$ cat src/rtl/pulse_evt_arbiter_if.sv
// Event handshake bundle between the edge arbiter (master) and the shared consumer (slave).
interface pulse_evt_arbiter_if #(
    parameter int IDW = 2
) ();
    logic           evt_valid;
    logic           evt_ready;
    logic [IDW-1:0] evt_id;

    modport master (output evt_valid, output evt_id, input evt_ready);
    modport slave  (input evt_valid, input evt_id, output evt_ready);
endinterface

$ cat src/rtl/pulse_evt_arbiter.sv
// Multi-channel rising-edge detector with round-robin hand-off of pending events.
// Optional sticky overflow flags (ovf/ovf_clr) are built when PULSE_EVT_OVF_EN is defined.
module pulse_evt_arbiter #(
    parameter int N_CH = 4,
    parameter int IDW  = 2
) (
    input  logic             clk,
    input  logic             reset,
    input  logic [N_CH-1:0]  x,
    input  logic             en,
    pulse_evt_arbiter_if.master evt,
    output logic [N_CH-1:0]  pend,
    output logic             busy
`ifdef PULSE_EVT_OVF_EN
    ,
    output logic [N_CH-1:0]  ovf,
    input  logic             ovf_clr
`endif
);

    localparam logic [0:0] S_IDLE  = 1'b0;
    localparam logic [0:0] S_OFFER = 1'b1;

    logic [0:0]      state;
    logic [N_CH-1:0] x_q;
    logic [N_CH-1:0] rise;
    logic [N_CH-1:0] clr_mask;
    logic [IDW-1:0]  ptr;
    logic [IDW-1:0]  grant;
    logic            grant_found;
    logic            hs;
    int              idx;

    assign rise = x & ~x_q;
    assign hs   = (state == S_OFFER) & evt.evt_ready;
    assign busy = (state == S_OFFER) | (|pend);

    always_comb begin
        clr_mask = '0;
        if (hs) begin
            clr_mask[evt.evt_id] = 1'b1;
        end
    end

    // First pending channel at or after ptr, wrapping at N_CH rather than at 2**IDW.
    always_comb begin
        grant       = '0;
        grant_found = 1'b0;
        idx         = 0;
        for (int k = 0; k < N_CH; k++) begin
            idx = int'(ptr) + k;
            if (idx >= N_CH) begin
                idx = idx - N_CH;
            end
            if (!grant_found && pend[idx[IDW-1:0]]) begin
                grant       = idx[IDW-1:0];
                grant_found = 1'b1;
            end
        end
    end

    always_ff @(posedge clk or negedge reset) begin
        if (!reset) begin
            x_q           <= '1;
            pend          <= '0;
            ptr           <= '0;
            state         <= S_IDLE;
            evt.evt_valid <= 1'b0;
            evt.evt_id    <= '0;
        end else begin
            x_q  <= x;
            pend <= (pend & ~clr_mask) | rise;
            case (state)
                S_IDLE: begin
                    if (en && grant_found) begin
                        evt.evt_id    <= grant;
                        evt.evt_valid <= 1'b1;
                        state         <= S_OFFER;
                    end
                end
                S_OFFER: begin
                    if (evt.evt_ready) begin
                        ptr           <= (evt.evt_id == IDW'(N_CH - 1)) ? '0 : evt.evt_id + IDW'(1);
                        evt.evt_valid <= 1'b0;
                        state         <= S_IDLE;
                    end
                end
                default: begin
                    evt.evt_valid <= 1'b0;
                    state         <= S_IDLE;
                end
            endcase
        end
    end

`ifdef PULSE_EVT_OVF_EN
    // An edge that lands on a still-pending channel is lost; setting wins over a clear.
    always_ff @(posedge clk or negedge reset) begin
        if (!reset) begin
            ovf <= '0;
        end else begin
            ovf <= (ovf & {N_CH{~ovf_clr}}) | (rise & pend & ~clr_mask);
        end
    end
`endif

endmodule

$ cat src/flat_wrapper.sv
// flat-port wrapper written by rule: the top's interface ports become plain ports
module pulse_evt_arbiter_flat 
#(
    parameter int N_CH = 4,
    parameter int IDW  = 2
)
  (clk, reset, x, en, pend, busy, evt_evt_valid, evt_evt_id, evt_evt_ready);
  pulse_evt_arbiter_if #(.IDW(IDW)) evt_i ();
  input  logic clk;
  input  logic reset;
  input  logic [N_CH-1:0] x;
  input  logic en;
  output logic [N_CH-1:0] pend;
  output logic busy;
  output wire logic [$bits(evt_i.evt_valid)-1:0] evt_evt_valid;
  output wire logic [$bits(evt_i.evt_id)-1:0] evt_evt_id;
  input wire logic [$bits(evt_i.evt_ready)-1:0] evt_evt_ready;
  assign evt_evt_valid = evt_i.evt_valid;
  assign evt_evt_id = evt_i.evt_id;
  assign evt_i.evt_ready = evt_evt_ready;
  pulse_evt_arbiter #(.N_CH(N_CH), .IDW(IDW)) u_core (.clk(clk), .reset(reset), .x(x), .en(en), .evt(evt_i), .pend(pend), .busy(busy));
endmodule
$ cat config.mk
export PLATFORM = sky130hd
export DESIGN_NAME = pulse_evt_arbiter_flat
export DESIGN_NICKNAME = d
export VERILOG_FILES = /design/src/rtl/pulse_evt_arbiter_if.sv /design/src/rtl/pulse_evt_arbiter.sv /design/src/flat_wrapper.sv
export SDC_FILE = /design/constraint.sdc
export NUM_CORES = 1
export LEC_CHECK = 0
export CORE_ASPECT_RATIO = 0.9
export CORE_MARGIN = 4
export CORE_UTILIZATION = 46
export CTS_CLUSTER_SIZE = 10
export DETAILED_ROUTE_END_ITERATION = 8
export GPL_TIMING_DRIVEN = 0
export PLACE_DENSITY = 0.82
export RECOVER_POWER = 25
export SETUP_SLACK_MARGIN = 0.02
export SLEW_MARGIN = 25
export SYNTH_ARGS = -nofsm -noshare
export SYNTH_HDL_FRONTEND = slang
export SYNTH_SLANG_ARGS = --single-unit
$ cat constraint.sdc
create_clock -name clk -period 1.6 [get_ports clk]
set_clock_uncertainty 0.1 [all_clocks]
set_input_delay 0.16 -clock clk [delete_from_list [all_inputs] [get_ports clk]]
set_output_delay 0.16 -clock clk [all_outputs]
set_load 0.005 [all_outputs]
Word level (Yosys, flattened, before mapping)
Index checks and enable logic that the tools add are counted.
{ "totals": {"inputBits": 8, "out_inout_bits": 8, "word_cells": 77, "ff_bits": 14} }
{ "op_classes": {"reduce_logical": 12, "n_bitwise": 8, "order_cmp": 10, "mux": 30, "n_eq_ne": 3, "n_addsub": 8} }
{ "op_table": {"columns": ["operator", "n"], "rows": [
  ["2-bit 2-to-1 mux", 9],
  ["2-bit by 3-bit less-than comparator with 1-bit output, second input constant", 5],
  ["1-bit 2-to-1 mux", 13],
  ["3-bit greater-or-equal comparator, second input constant", 3],
  ["4-bit bitwise AND", 2],
  ["1-bit binary-select mux with 2-bit select", 4],
  ["4-bit NOT", 2],
  ["2-bit by 1-bit subtractor with 2-bit output, second input constant", 4],
  ["2-bit by 2-bit adder with 3-bit output, second input constant", 2],
  ["2-bit AND reduction", 3],
  ["1-bit logical AND", 5],
  ["4-bit 2-to-1 mux", 1],
  ["4-bit OR", 1],
  ["1-bit case mux with 2 select lines", 2],
  ["4-bit OR reduction", 1],
  ["2-bit by 1-bit adder with 3-bit output, second input constant", 1],
  ["2-bit by 3-bit greater-or-equal comparator with 1-bit output, second input constant", 1],
  ["1-bit logical NOT", 3],
  ["2-bit by 1-bit adder with 2-bit output, second input constant", 1],
  ["1-bit demux with 2-bit select", 1],
  ["2-bit == test, second input constant", 1],
  ["2-bit by 1-bit greater-or-equal comparator with 1-bit output, second input constant", 1],
  ["2-bit by 1-bit != test with 1-bit output, second input constant", 1],
  ["2-bit != test, second input constant", 1],
  ["other kinds (3)", 3]
]} }

Longest topological paths before layout
{ "depth": {"depth_word": 17, "mapped_depth": 5, "mapped_depth_nobuf": 5} }

Worst setup path after synthesis
OpenSTA, ideal clock, no wires.
{ "synth_timing": {"path_type": "flip-flop to flip-flop", "start": "register u_core.pend[3]", "end": "register u_core.evt.evt_valid", "t_arrival_ps": 1022, "synth_period_minus_slack_ps": 1240, "setup_time_ps": 119, "setup_slack_ps": 360, "stages_incl_launch_ff": 4, "n_path_buf": 0, "required_ps": 1381, "path_cell_list": "dfrtp_1 nor4_2 nor3b_1 o21a_1"} }
{ "synth_between": {"elab_chain_len": 15, "word_cells_on_any_way": 21, "classes_between": "eq/ne (1); mux (12); reduce/logical (8)"} }
{ "synth_rtl": {"columns": ["element", "line_no", "source"], "rows": [
  ["start, declared", "pulse_evt_arbiter.sv:12", "output logic [N_CH-1:0] pend,"],
  ["start signal, assigned", "pulse_evt_arbiter.sv:72", "pend <= (pend & ~clr_mask) | rise;"],
  ["1-bit binary-select mux with 2-bit select", "pulse_evt_arbiter.sv:55", "if (!grant_found && pend[idx[IDW-1:0]]) begin"],
  ["1-bit 2-to-1 mux (not written as such)", "pulse_evt_arbiter.sv:55", null],
  ["1-bit 2-to-1 mux", "pulse_evt_arbiter.sv:55", null],
  ["1-bit logical NOT", "pulse_evt_arbiter.sv:55", null],
  ["1-bit logical AND", "pulse_evt_arbiter.sv:55", null],
  ["1-bit 2-to-1 mux", "pulse_evt_arbiter.sv:55", null],
  ["1-bit logical NOT", "pulse_evt_arbiter.sv:55", null],
  ["1-bit logical AND", "pulse_evt_arbiter.sv:55", null],
  ["1-bit 2-to-1 mux", "pulse_evt_arbiter.sv:55", null],
  ["1-bit logical NOT", "pulse_evt_arbiter.sv:55", null],
  ["1-bit logical AND", "pulse_evt_arbiter.sv:55", null],
  ["1-bit 2-to-1 mux (*)", "pulse_evt_arbiter.sv:55", null],
  ["1-bit logical AND (*)", "pulse_evt_arbiter.sv:75", "if (en && grant_found) begin"],
  ["2-bit by 1-bit != test with 1-bit output (no line) (*)", null, null],
  ["2-bit AND reduction (no line) (*)", null, null],
  ["end signal, assigned", "pulse_evt_arbiter.sv:68", "evt.evt_valid <= 1'b0;"],
  ["end signal, assigned", "pulse_evt_arbiter.sv:77", "evt.evt_valid <= 1'b1;"],
  ["end signal, assigned", "pulse_evt_arbiter.sv:84", "evt.evt_valid <= 1'b0;"],
  ["end, declared", "pulse_evt_arbiter_if.sv:9", "modport master (output evt_valid, output evt_id, input evt_ready);"]
]} }
Mark *: on every way between the ends. The rest lies on a longest branch, timed or not. The select of a mux whose other input is x is not followed.
A chain may end at the register's enable or synchronous reset.

Final worst setup path
{ "layout_timing": {"start": "register u_core.pend[1]", "end": "output port pend[1]"} }
{ "layout_lines": {"columns": ["element", "line_no", "source"], "rows": [
  ["end, declared", "flat_wrapper.sv:13", "output logic [N_CH-1:0] pend;"]
]} }
No word-level cell between the ends.

==> impl_metrics.tcl <==
set metrics [dict create \
    outcome "finished clean" \
    drv_slew 0 \
    die-area_sq_um 2140 \
    die_w_um 48.3 \
    dr_total_vias 579 \
    syn_inst 67 \
    synth.avg_cell_area_sq_um 10.0 \
    cpPeakStageDelay_ps 520 \
    drt_iter0_drc 15 \
    drive_gt1_frac 0.269 \
    port_buffers 15 \
    hold_viol 0 \
    fin_util 0.739 \
    routed_via_density 5.41 \
    crit_start "u_core.pend[1]" \
    grt_pass1_vias 551 \
    hold_path.class "input port to asynchronous set/reset pin" \
    r2r-start "u_core.pend[3]" \
    ys_dominant_reg_cell "dfrtp_1" \
    critPathSlowestCell "clkdlybuf4s50_1" \
    final_nets 106 \
    dieHeight_um 44.3 \
    multiInputGateArea_sq_um 297 \
    worst-path-buf-inv 1 \
    slew_headroom 0.587 \
    rows 12 \
    grt_overflow 0 \
    finalCritPeriodShare 0.942 \
    cts_buffer_depth 2 \
    crit_chain "clkdlybuf4s50_1" \
    crit_type "flip-flop to output port" \
    antenna_cells 0 \
    root_buffer "clkbuf_4" \
    core_sq_um 1310 \
    setup_tns_ps 0 \
    syn_nets 79 \
    worstPathMaxFanout 6 \
    synth_edf_count 0 \
    io_pins 16 \
    insertion_delay_ps 290 \
    setup_slack_ps 93.1 \
    setup_viol 0 \
    htreeDepth 1 \
    crit_arrival_ps 1250 \
    grt_util_all_layers 0.176 \
    yosys.cell_types.count 24 \
    ys_warn_count 0 \
    synth_area_leaders "dfrtp_1, dfstp_2, ha_1" \
    tightestPinTransition_ps 617 \
    routedWlPerCell_um 14.7 \
    synth_top_area_cell "dfrtp_1" \
    yosysTopAreaCellShare 0.372 \
    syn_area_sq_um 672 \
    p_leak_nw 0.459 \
    power_density_nw_per_um2 1510 \
    grt_max_degree 15 \
    synth_seq_cells 14 \
    grt_pass1_wl_um 2570 \
    start_kind "flip-flop" \
    path_clk_slew_ps 90 \
    power_mw 1.46 \
    cts_sinks 14 \
    dp_slack_ps -31.2 \
    clock.fmax_mhz 664 \
    final-seq-area_sq_um 362 \
    async_reset_ff_frac 1.00 \
    crit_family "buffers and inverters" \
    vdd.ir_drop.worst_mv 1.10 \
    gp_congestion 0.831 \
    ant_nets 0 \
    drc 0 \
    hold_ws_ps 210 \
    cts_made_buffers 3 \
    fillerInstances 100 \
    fin_crit_ps 1510 \
    yosysSeqAreaShare 0.529 \
    first_pass_iters 4 \
    antenna_found_initial 0 \
    start_util 0.514 \
    cts_tree "yes" \
    rsz0062_at_grt "false" \
    worstPathRequired_ps 1340 \
    max_cap_viol_count 0 \
    worstSetupEndpointType "output port" \
    dp_hpwl_um 1020 \
    area_growth_syn_to_layout_pct 43.6 \
    wirelength_um 1580 \
]
cell usage after synthesis, drive strengths merged, types with 2 or more instances:
cell    n
a21oi   2
and3    2
dfrtp  10
dfstp   4
ha      4
inv     9
nand2   9
nand3   3
nor2    4
o21ai   7
final cells by class:
cell class,instances,area share
sequential,14,0.375
clock buffer,4,0.0376
tap,14,0.0182
inverter,9,0.0350
multi-input combinational,44,0.307
timing repair buffer,22,0.227
registers in the layout, indices dropped and copies added (netlist names):
| signal | count |
|---|---|
| u_core.pend | 4 |
| u_core.state | 1 |
| u_core.evt.evt_valid | 1 |
| u_core.evt.evt_id | 2 |
| u_core.ptr | 2 |
| u_core.x_q | 4 |
path summary, 6_finish.rpt:
check	slack, ps	end	cells past startpoint
max	90	pend[1]	1
min	210	u_core.state	1
max reg2reg	180	u_core.evt.evt_id[0]	6
min reg2reg	400	u_core.evt.evt_valid	1
max in group asynchronous	740	u_core.pend[0]	1
min in group clk	320	u_core.x_q[2]	1
what timing repair did:
action	CTS	global route
pin swaps	2	1
hold buffers	0	0
hold endpoints to repair	0	0
resized for setup	7	6
setup endpoints to repair	3	8
setup buffers	3	4
stage by stage:
| step | cells | cell area, sq um |
|---|---|---|
| after floorplan | 67 | 672 |
| after global placement | 96 | 840 |
| after detailed placement | 96 | 840 |
| after CTS | 103 | 912 |
| after global routing | 107 | 965 |
| final | 107 | 965 |
report_power, final:
part	internal (mW)	switching, mW	leakage (nW)
Clock	0.139	0.124	0.0210
Sequential	0.462	0.133	0.148
Combinational	0.344	0.255	0.290
logic make-up (layout without fill, tap and decap cells):
group | after synthesis | after routing | share of synthesized area
compound gates | 15 | 15 | 0.134
mux | 2 | 2 | 0.0317
simple gates | 23 | 23 | 0.181
buf+inv | 9 | 35 | 0.0503
flops | 14 | 14 | 0.529
fa+ha+maj | 4 | 4 | 0.0745
placed cells by master (no fill, tap or decap):
cell / instances
nand3b_1: 1
nand2_1: 9
nor4_4: 1
ha_1: 4
inv_1: 9
nor2_1: 4
buf_12: 1
nor3b_2: 1
clkbuf_4: 3
dlygate4sd3_1: 5
o21a_1: 1
o21ai_1: 2
buf_6: 1
o21ai_0: 5
mux2i_1: 1
clkbuf_8: 1
nand3_1: 3
dfrtp_1: 5
o31ai_1: 1
or3b_4: 1
nand2b_1: 1
dfstp_2: 4
o22ai_1: 1
a221o_1: 1
a31oi_1: 1
a21oi_1: 2
buf_4: 5
mux2_2: 1
clkdlybuf4s50_1: 7
clkbuf_2: 1
dfrtp_2: 5
and3_1: 2
dlymetal6s2s_1: 2
o211ai_1: 1
layer usage:
layer | track usage | wire [um] | vias to the layer above
met3 | 0.0813 | 108 | 5
met1 | 0.216 | 672 | 277
met2 | 0.271 | 772 | 17
met4 | 0.0538 | 24 | 0
li1 | - | - | 280
met5 | 0 | 0 | -
No activity file was read; power rests on OpenSTA's default activity.
